File: src/rtl/bus_bit_share_arbiter.sv
// Per-bit two-sink arbiter: each bit of source_bus is routed to sink A or B
// under round-robin tie-break with bounded hold time on contended bits.
module bus_bit_share_arbiter #(
    parameter int unsigned WIDTH    = 2,
    parameter int unsigned HOLD_MAX = 15,
    parameter int unsigned CNT_W    = 4
) (
    input  logic             clk,
    input  logic             rst_n,
    input  logic [WIDTH-1:0] source_bus,
    input  logic [WIDTH-1:0] req_a,
    input  logic [WIDTH-1:0] req_b,
    output logic [WIDTH-1:0] grant_a,
    output logic [WIDTH-1:0] grant_b,
    output logic [WIDTH-1:0] sink_bus_a,
    output logic [WIDTH-1:0] sink_bus_b,
    output logic [7:0]       conflict_cnt
);

    typedef enum logic [1:0] {
        IDLE  = 2'd0,
        OWN_A = 2'd1,
        OWN_B = 2'd2
    } state_t;

    localparam logic [CNT_W-1:0] HOLD_LIM = CNT_W'(HOLD_MAX);
    localparam bit               PREEMPT  = (HOLD_MAX != 0);

    state_t           state_q [WIDTH];
    state_t           state_d [WIDTH];
    logic [CNT_W-1:0] hold_q  [WIDTH];
    logic [CNT_W-1:0] hold_d  [WIDTH];
    logic [WIDTH-1:0] prio_q;
    logic [WIDTH-1:0] prio_d;
    logic [WIDTH-1:0] contend;

    // prio bit 0 means A wins the next tie, 1 means B wins.
    always_comb begin
        prio_d  = prio_q;
        contend = '0;
        for (int unsigned i = 0; i < WIDTH; i++) begin
            state_d[i] = state_q[i];
            hold_d[i]  = hold_q[i];
            unique case (state_q[i])
                IDLE: begin
                    if (req_a[i] && req_b[i]) begin
                        contend[i] = 1'b1;
                        state_d[i] = prio_q[i] ? OWN_B : OWN_A;
                        prio_d[i]  = ~prio_q[i];
                    end else if (req_a[i]) begin
                        state_d[i] = OWN_A;
                    end else if (req_b[i]) begin
                        state_d[i] = OWN_B;
                    end
                end
                OWN_A: begin
                    if (!req_a[i]) begin
                        state_d[i] = req_b[i] ? OWN_B : IDLE;
                    end else if (req_b[i] && PREEMPT && hold_q[i] == HOLD_LIM) begin
                        contend[i] = 1'b1;
                        state_d[i] = OWN_B;
                        prio_d[i]  = 1'b0;
                    end
                end
                OWN_B: begin
                    if (!req_b[i]) begin
                        state_d[i] = req_a[i] ? OWN_A : IDLE;
                    end else if (req_a[i] && PREEMPT && hold_q[i] == HOLD_LIM) begin
                        contend[i] = 1'b1;
                        state_d[i] = OWN_A;
                        prio_d[i]  = 1'b1;
                    end
                end
                default: state_d[i] = IDLE;
            endcase

            // Any owner change (including a same-edge handover) restarts the hold count.
            if (state_d[i] == IDLE) begin
                hold_d[i] = '0;
            end else if (state_d[i] != state_q[i]) begin
                hold_d[i] = CNT_W'(1);
            end else if (hold_q[i] < HOLD_LIM) begin
                hold_d[i] = hold_q[i] + CNT_W'(1);
            end
        end
    end

    always_ff @(posedge clk) begin
        if (!rst_n) begin
            for (int unsigned i = 0; i < WIDTH; i++) begin
                state_q[i] <= IDLE;
                hold_q[i]  <= '0;
            end
            prio_q       <= '0;
            grant_a      <= '0;
            grant_b      <= '0;
            sink_bus_a   <= '0;
            sink_bus_b   <= '0;
            conflict_cnt <= '0;
        end else begin
            for (int unsigned i = 0; i < WIDTH; i++) begin
                state_q[i]    <= state_d[i];
                hold_q[i]     <= hold_d[i];
                grant_a[i]    <= (state_d[i] == OWN_A);
                grant_b[i]    <= (state_d[i] == OWN_B);
                sink_bus_a[i] <= (state_d[i] == OWN_A) ? source_bus[i] : 1'b0;
                sink_bus_b[i] <= (state_d[i] == OWN_B) ? source_bus[i] : 1'b0;
            end
            prio_q <= prio_d;
            if (|contend && conflict_cnt != 8'hFF) begin
                conflict_cnt <= conflict_cnt + 8'd1;
            end
        end
    end

endmodule

File: config.mk
export PLATFORM = sky130hd
export DESIGN_NAME = bus_bit_share_arbiter
export DESIGN_NICKNAME = d
export VERILOG_FILES = /design/src/rtl/bus_bit_share_arbiter.sv
export SDC_FILE = /design/constraint.sdc
export NUM_CORES = 1
export LEC_CHECK = 0
export CORE_ASPECT_RATIO = 1.1
export CORE_MARGIN = 5
export CORE_UTILIZATION = 59
export DETAILED_ROUTE_END_ITERATION = 12
export PLACE_DENSITY = 0.85
export SETUP_SLACK_MARGIN = 0.2
export SLEW_MARGIN = 20
export SYNTH_ARGS = -nofsm -noshare
export SYNTH_HDL_FRONTEND = slang
export SYNTH_SLANG_ARGS = --single-unit
File: constraint.sdc
create_clock -name clk -period 5.3 [get_ports clk]
set_clock_uncertainty 0.1 [all_clocks]
set_input_delay 0.795 -clock clk [delete_from_list [all_inputs] [get_ports clk]]
set_output_delay 0.795 -clock clk [all_outputs]
set_load 0.005 [all_outputs]
==> flow_summary.json <==
{
  "outcome": "finished, final reports clean",
  "syn_area_per_cell_um2": 8.656,
  "hold_buffers": 0,
  "clock_power_share": 0.207,
  "cp.required_ns": 5.45,
  "place.gp.congestion": 0.9189,
  "die-width_um": 62.67,
  "dpl.hpwl_um": 3172,
  "clkTransAtPathRegs_ns": 0.08,
  "placed_cells": 259,
  "p_sw_mw": 0.2138,
  "initial_utilization": 0.6011,
  "grt_pass1_vias": 1643,
  "tightestPinTransition_ns": 0.5375,
  "finalNetCount": 252,
  "std_cell_rows": 21,
  "drive_above_1_share": 0.05603,
  "worstHoldPathCells": 2,
  "crit_fanout": 10,
  "root_buffer": "clkbuf_4",
  "fp.dieH_um": 67.94,
  "antennaDiodeCount": 0,
  "hold_viol": 0,
  "cts_tree": "built",
  "coreArea_um2": 2995,
  "antenna_found_initial": 0,
  "port_buffers": 23,
  "r2r_cells": 7,
  "viasPerCell": 6.421,
  "finish.instance_area_um2": 2088,
  "cts_setup_buffers": 0,
  "slew_viol_final": 0,
  "yosys.area.top_type_share": 0.3336,
  "cp-start-kind": "input pin",
  "hp-class": "reg -> reg",
  "grt_max_degree": 13,
  "pre_cts_ws_ns": 2.367,
  "synthesis.area_um2": 1800,
  "cts_buffers": 5,
  "period_minus_slack_ns": 2.619,
  "slew_headroom": 0.6360,
  "clock-sinks": 30,
  "crit_type": "in -> reg",
  "area_growth_pct": 15.98,
  "rsz0062_at_grt": "false",
  "routedWlPerCell_um": 15.61,
  "ys_warn_count": 0,
  "htreeDepth": 2,
  "worstSkewPairLatency_ns": 0.33,
  "synthCells": 208,
  "track_usage": 0.2078,
  "num_vias": 1708,
  "seqPwrFrac": 0.464,
  "grt_overflow": 0,
  "io_pins": 24,
  "synth_ff_type": "dfxtp_1",
  "finalSetupViolCount": 0,
  "endpoint_kind": "flop",
  "ir_worst_vdd_uv": 227.8,
  "dr.pass1.iters": 4,
  "synthDistinctLibCells": 57,
  "ys_seq_elements": 30,
  "yosysSeqAreaShare": 0.3336,
  "p_total_mw": 0.6013,
  "synth_top_area_cell": "dfxtp_1",
  "final_antenna_net_count": 0,
  "cp.arrival_ns": 2.77,
  "fin_crit_sh": 0.4942,
  "final_cells": 266,
  "leakagePower_nw": 0.8066,
  "drtIter0Drc": 94,
  "cap_violations": 0,
  "synth_fp_nets": 228,
  "grt_pass1_wl_um": 7107,
  "fp.dieArea_um2": 4257,
  "setup_tns_ns": 0,
  "async_reset_ff_frac": 0,
  "synth-edff-count": 0,
  "routed_wl_um": 4153,
  "drc": 0,
  "placed_area_um2": 2041,
  "setup_ws_ns": 2.681,
  "cts-resized-gates": 0,
  "cts_buffer_depth": 2,
  "p_sw_frac": 0.3555,
  "p_per_area_nw_per_um2": 288.0,
  "synth_area_leaders": "dfxtp_1, ha_1, a21oi_1, mux2i_1, nor2_1",
  "comb_power_share": 0.329,
  "maxClockFrequency_mhz": 381.8,
  "power.internal_mw": 0.3875
}
routing by layer:
layer  global-route usage  up-vias  share of wire
li1                     -      837              -
met2               0.4041       44           0.53
met3              0.06240        8          0.052
met5                    0        -              0
met1               0.2108      819           0.40
met4              0.07692        0          0.019
final timing paths:
| check | slack [ns] | to | startpoint |
|---|---|---|---|
| max | 2.68 | conflict_cnt[7] | req_a[1] |
| min | 0.41 | conflict_cnt[5] | conflict_cnt[5] |
| max reg2reg | 2.79 | conflict_cnt[7] | state_q[0][2] |
| min reg2reg | 0.41 | conflict_cnt[5] | conflict_cnt[5] |
Yosys cell counts (all sizes together), types with 2 or more instances:
master   number
o31ai         3
o211ai        5
ha           12
or4           2
and2          3
a32oi         2
nor4b         2
dfxtp        30
inv          12
nand4         3
a21oi        16
nor2         13
buf           5
nor3          6
or3           4
a21o          3
o21ai         8
o22ai         3
xor2          2
and4          2
a22oi         2
mux2i         5
xnor2         2
nand3b        5
nand3         7
o2111ai       3
and3          5
nand2b        6
a211oi        4
nand2        12
power groups by stage:
stage | Sequential, mW | Combinational, mW | Clock [mW]
after CTS | 0.278 | 0.197 | 0.127
after detailed placement | 0.284 | 0.195 | 0
after global routing | 0.282 | 0.221 | 0.139
final | 0.279 | 0.198 | 0.124
after floorplan | 0.276 | 0.140 | 0
after global placement | 0.281 | 0.185 | 0
critical path: stages:
cell and delay [ns]:
clkdlybuf4s50_1 0.66, nand2_1 0.16, a211oi_2 0.33, o21ai_2 0.19
or4_1 0.49, a21oi_1 0.14
per-stage QoR:
stage               utilization  hold slack, ns
floorplan                     -          0.3767
global placement         0.6813          0.3791
detailed placement       0.6813          0.3934
CTS                      0.6972          0.4059
global route             0.6972          0.4619
finish                   0.6972          0.4059
cells by family (layout without fill, tap and decap cells):
logic type,count (synthesis),count (layout),synth area share
AND/OR/NAND/NOR,74,74,0.2286
AO/OA/AOI/OAI,64,64,0.2620
flip-flops,30,30,0.3336
buffers and inverters,19,43,0.04517
adder cells (fa/ha/maj),12,12,0.08339
multiplexers,5,5,0.02780
XOR/XNOR,4,4,0.01946
layout by cell type (no fill, tap or decap), types with 3 or more instances in the layout:
cell type	synthesis	routed
dfxtp_1	30	30
inv_1	12	12
or3_1	4	4
o21ai_0	5	5
clkbuf_4	0	5
o211ai_1	5	5
o22ai_1	3	3
nand3b_1	5	5
nand3_1	7	7
nand2b_1	6	6
mux2i_1	5	5
and3_1	5	5
o31ai_1	3	3
clkdlybuf4s50_1	0	23
nand2_1	12	12
a21oi_1	16	16
a21o_1	3	3
nand4_1	3	3
ha_1	12	12
nor2_1	13	13
and2_1	3	3
nor3_1	6	6
flip-flops by register name, summed over array words and instances, names as in the netlist:
register and flops:
conflict_cnt 8, state_q 4, prio_q 2, grant_b 2, grant_a 2, sink_bus_b 2
sink_bus_a 2, hold_q 8
layout make-up:
| class | count | area, µm² |
|---|---|---|
| multi-input cells | 159 | 1119 |
| fillers | 251 | 907.1 |
| flip-flops and latches | 30 | 600.6 |
| repair buffers | 23 | 230.2 |
| inverters | 13 | 48.80 |
| well taps | 34 | 42.54 |
| clock buffers | 5 | 37.54 |
| clock inverters | 2 | 10.01 |
Note: power is estimated with default switching activity, not from simulation.
